File: config.mk
export PLATFORM = sky130hd
export DESIGN_NAME = dm_arb
export DESIGN_NICKNAME = d
export VERILOG_FILES = /design/src/rtl/dm_arb_pkg.sv /design/src/rtl/dm_arb_arb2.sv /design/src/rtl/dm_arb.sv
export SDC_FILE = /design/constraint.sdc
export NUM_CORES = 1
export LEC_CHECK = 0
export ABC_AREA = 1
export ABC_CLOCK_PERIOD_IN_PS = 2800
export BUFFER_PORTS_ARGS = -buffer_cell sky130_fd_sc_hd__buf_2
export CAP_MARGIN = 25
export CORE_MARGIN = 2
export CORE_UTILIZATION = 46
export CTS_BUF_LIST = sky130_fd_sc_hd__clkbuf_8
export CTS_CLUSTER_DIAMETER = 30
export DETAILED_ROUTE_END_ITERATION = 8
export PLACE_DENSITY = 0.81
export RECOVER_POWER = 100
export SLEW_MARGIN = 20
export SYNTH_ARGS = -nofsm -noshare
export SYNTH_HDL_FRONTEND = slang
export SYNTH_HIERARCHICAL = 1
export SYNTH_SLANG_ARGS = --single-unit
File: constraint.sdc
create_clock -name clk -period 2.8 [get_ports clk]
set_clock_uncertainty 0.2 [all_clocks]
set_input_delay 0.56 -clock clk [delete_from_list [all_inputs] [get_ports clk]]
set_output_delay 0.56 -clock clk [all_outputs]
set_load 0.05 [all_outputs]
File: src/rtl/dm_arb_pkg.sv
// Shared types and constants for the two-requester data-memory arbiter.
// Build option DM_ARB_ROUND_ROBIN_EN selects round-robin tie breaking.
package dm_arb_pkg;

    localparam int NUM_REQ    = 2;
    localparam int DEFAULT_AW = 8;
    localparam int DEFAULT_DW = 8;

    typedef enum logic [0:0] {
        IDLE   = 1'b0,
        ACCESS = 1'b1
    } state_t;

    function automatic logic [NUM_REQ-1:0] owner_onehot(input logic idx);
        owner_onehot = idx ? 2'b10 : 2'b01;
    endfunction

endpackage

File: src/rtl/dm_arb_arb2.sv
// Two-way arbitration decision for dm_arb.
// DM_ARB_ROUND_ROBIN_EN defined: ties go to the requester that did not win last; otherwise requester 0 wins ties.
module arb2
    import dm_arb_pkg::*;
(
    input  logic [NUM_REQ-1:0] req,
`ifdef DM_ARB_ROUND_ROBIN_EN
    input  logic               last_grant,
`endif
    output logic [NUM_REQ-1:0] grant
);

    always_comb begin
        grant = '0;
        case (req)
            2'b01:   grant = 2'b01;
            2'b10:   grant = 2'b10;
`ifdef DM_ARB_ROUND_ROBIN_EN
            2'b11:   grant = last_grant ? 2'b01 : 2'b10;
`else
            2'b11:   grant = 2'b01;
`endif
            default: grant = '0;
        endcase
    end

endmodule

File: src/rtl/dm_arb.sv
// Two-requester arbiter in front of a single-port data memory: grant, one access cycle, read response.
// DM_ARB_ROUND_ROBIN_EN enables round-robin tie breaking (fixed priority to requester 0 otherwise).
module dm_arb
    import dm_arb_pkg::*;
#(
    parameter int AW = DEFAULT_AW,
    parameter int DW = DEFAULT_DW
) (
    input  logic               clk,
    input  logic               rst_n,
    input  logic [NUM_REQ-1:0] req,
    input  logic [NUM_REQ-1:0] we,
    input  logic [AW-1:0]      addr0,
    input  logic [AW-1:0]      addr1,
    input  logic [DW-1:0]      wdata0,
    input  logic [DW-1:0]      wdata1,
    output logic [NUM_REQ-1:0] gnt,
    output logic [NUM_REQ-1:0] rvalid,
    output logic [DW-1:0]      rdata,
    output logic [AW-1:0]      mem_addr,
    output logic [DW-1:0]      mem_wdata,
    output logic               mem_wr_en,
    input  logic [DW-1:0]      mem_rdata
);

    state_t               state;
    logic                 lat_we;
    logic                 owner;
    logic [NUM_REQ-1:0]   arb_grant;
    logic                 win;
`ifdef DM_ARB_ROUND_ROBIN_EN
    logic                 last_grant;
`endif

    arb2 u_arb2 (
        .req        (req),
`ifdef DM_ARB_ROUND_ROBIN_EN
        .last_grant (last_grant),
`endif
        .grant      (arb_grant)
    );

    assign win = arb_grant[1];

    // Grant is combinational so the requester sees it in the cycle it is accepted; suppressed while reset is held.
    assign gnt       = (state == IDLE && rst_n) ? arb_grant : '0;
    assign mem_wr_en = (state == ACCESS) && lat_we;

    always_ff @(posedge clk or negedge rst_n) begin
        if (!rst_n) begin
            state      <= IDLE;
            lat_we     <= 1'b0;
            owner      <= 1'b0;
            mem_addr   <= '0;
            mem_wdata  <= '0;
            rdata      <= '0;
            rvalid     <= '0;
`ifdef DM_ARB_ROUND_ROBIN_EN
            last_grant <= 1'b1;
`endif
        end else begin
            rvalid <= '0;
            case (state)
                IDLE: begin
                    if (|req) begin
                        state     <= ACCESS;
                        owner     <= win;
                        lat_we    <= we[win];
                        mem_addr  <= win ? addr1 : addr0;
                        mem_wdata <= win ? wdata1 : wdata0;
`ifdef DM_ARB_ROUND_ROBIN_EN
                        last_grant <= win;
`endif
                    end
                end
                ACCESS: begin
                    state <= IDLE;
                    // Reads return one cycle later; writes leave rdata untouched.
                    if (!lat_we) begin
                        rdata  <= mem_rdata;
                        rvalid <= owner_onehot(owner);
                    end
                end
                default: state <= IDLE;
            endcase
        end
    end

endmodule

==> results_dict.tcl <==
set metrics [dict create \
    cp-end-kind "output port" \
    dpl.hpwl_um 2330 \
    comb_power_share_pct 38.8 \
    yosysWarnings 6 \
    ant_nets 0 \
    route.detailed.drc 0 \
    fin_util_pct 63.6 \
    grt_max_degree 30 \
    synth_seq_cells 29 \
    placed_cells 286 \
    setup_ws_ps 402 \
    core_um2 2780 \
    stdcell_count 293 \
    cts_hold_buf 0 \
    wire_per_inst_um 10.8 \
    cts_resized 0 \
    setup_viol 0 \
    cts_sinks 29 \
    placementRows 19 \
    swShare_pct 44.5 \
    path_clk_slew_ps 60 \
    clkPwrFrac_pct 22.5 \
    finalCritPeriodShare_pct 85.7 \
    clkLatencyLatePin_ps 270 \
    internal_power_uw 806 \
    dr_wl_met2_um 1600 \
    grt_pass1_wl_um 5220 \
    met3_length_um 197 \
    rsz0062_at_grt "false" \
    cts_buffer_depth 2 \
    maxCapViolations 1 \
    first_pass_iters 4 \
    relSlewSlack_pct 0.742 \
    grt_pass1_vias 1241 \
    hold_depth 2 \
    vias 1365 \
    h-tree-depth 2 \
    cts_tree "done" \
    areaGrowthSynthToFinish_pct 29.3 \
    ys_types 14 \
    seq_area_frac_synth_pct 53.0 \
    syn_nets 232 \
    hold_path_class "reg2reg" \
    crit_path_max_fanout 18 \
    antenna_found_initial 0 \
    grt_overflow 0 \
    drt_iter0_markers 60 \
    finalMaxSlewViolations 0 \
    violations "max-capacitance violations" \
    ios 75 \
    gp_congestion 0.768 \
    regToRegSetupSlack_ps 880 \
    startpoint_type "input pin" \
    power_frac_seq_pct 38.8 \
    drive_gt1_share_pct 19.8 \
    p_sw_uw 645 \
    power.density_nw_per_um2 820 \
    vdd_drop_max_v 0.000623 \
    synth_cells 186 \
    power_leakage_uw 0.00105 \
    die_w_um 58.6 \
    final_nets 308 \
    status "complete, but fails checks" \
    finalHoldViolations 0 \
    numPortBuffers 74 \
    worstPathArrival_ps 1640 \
    antenna_cells 0 \
    ff2ff_path_depth 3 \
    place_ws_ps 618 \
    cts-root-buf "clkbuf_8" \
    worstSetupPathType "in2out" \
    numCtsBuffers 5 \
    grt.total_usage_pct 20.4 \
    drt-met1-wl_um 1290 \
    die-area_um2 3430 \
    hold_slack_ps 273 \
    fill_cells 292 \
    tns_ps 0 \
    start_util_pct 49.2 \
    post_cts_buffers 0 \
    avgViaCountPerCell 4.66 \
    critPathRequiredTime_ps 2040 \
    die_h_um 58.6 \
    wl_um 3160 \
    worstMarginPinSlew_ps 1490 \
    top_layer_used "met4" \
    fin_crit_ps 2400 \
    netlist_area_um2 1370 \
    synth_area_per_cell_um2 7.36 \
    max_clock_freq_mhz 417 \
]
-- routing by layer --
layer | vias up | GRT usage, %
met5 | - | 0
met4 | 0 | 11.0
met3 | 8 | 5.05
met2 | 42 | 35.6
met1 | 609 | 22.8
li1 | 706 | -
-- power by group through the flow --
| stage | logic, µW | clock network, µW | registers [µW] |
|---|---|---|---|
| 2_1_floorplan | 152 | 0 | 854 |
| 3_3_place_gp | 588 | 0 | 562 |
| 3_5_place_dp | 595 | 0 | 565 |
| 4_1_cts | 596 | 336 | 560 |
| 5_1_grt | 607 | 353 | 574 |
| 6_report | 562 | 326 | 562 |
-- final timing paths --
kind	startpoint	endpoint
max in group asynchronous	rst_n	mem_wdata[1]$_DFFE_PN0P_
max	req[0]	gnt[1]
max reg2reg	state$_DFF_PN0_	mem_wdata[0]$_DFFE_PN0P_
min	rdata[4]$_DFFE_PN0P_	rdata[4]$_DFFE_PN0P_
min reg2reg	rdata[4]$_DFFE_PN0P_	rdata[4]$_DFFE_PN0P_
min in group asynchronous	rst_n	rdata[7]$_DFFE_PN0P_
-- state kept, by name (all words and copies together), names as in the netlist --
| signal | flops |
|---|---|
| rdata | 8 |
| state | 1 |
| rvalid | 2 |
| lat_we | 1 |
| owner | 1 |
| mem_wdata | 8 |
| mem_addr | 8 |
-- logic make-up after synthesis --
family                 share of synthesized area, %
AO/OA/AOI/OAI                                 0.640
flip-flops                                     53.0
AND/OR/NAND/NOR                                39.9
buffers and inverters                          6.40
-- critical path: stages --
cell,delay (ps)
clkbuf_1,130
nor2_1,180
inv_2,160
nor2_1,130
clkbuf_1,480
-- layout make-up --
cell class / count / area, µm² / share of cell area (%)
clock buffers: 6 / 82.6 / 4.67
clock inverters: 1 / 3.75 / 0.212
inverters: 9 / 33.8 / 1.91
multi-input cells: 141 / 542 / 30.6
flip-flops and latches: 29 / 726 / 41.0
well taps: 31 / 38.8 / 2.19
repair buffers: 76 / 343 / 19.4
-- cell usage in the layout, fill, tap and decap left out --
master    count
nand2_1     124
buf_2        43
clkbuf_1     32
dfrtp_1      29
nand3_1       9
nor2_1        7
inv_1         7
clkbuf_8      6
inv_2         2
clkinv_1      1
o21ai_1       1
buf_4         1
-- synthesized netlist by cell type --
cell type | n | area (µm²)
nand2_2 | 1 | 6.26
o21ai_2 | 1 | 8.76
clkbuf_1 | 1 | 3.75
inv_2 | 2 | 7.51
buf_6 | 2 | 22.5
buf_2 | 1 | 5.00
nand2_1 | 123 | 462
clkinv_1 | 1 | 3.75
inv_1 | 6 | 22.5
buf_4 | 3 | 22.5
nor2_4 | 1 | 11.3
dfrtp_1 | 29 | 726
nor2_1 | 6 | 22.5
nand3_1 | 9 | 45.0
-- per-stage QoR --
step	instance area [µm²]	power, µW
2_1_floorplan	1370	1010
3_3_place_gp	1740	1150
3_5_place_dp	1740	1160
4_1_cts	1830	1490
5_1_grt	1770	1530
6_report	1770	1450
(Power assumes the default switching activity.)
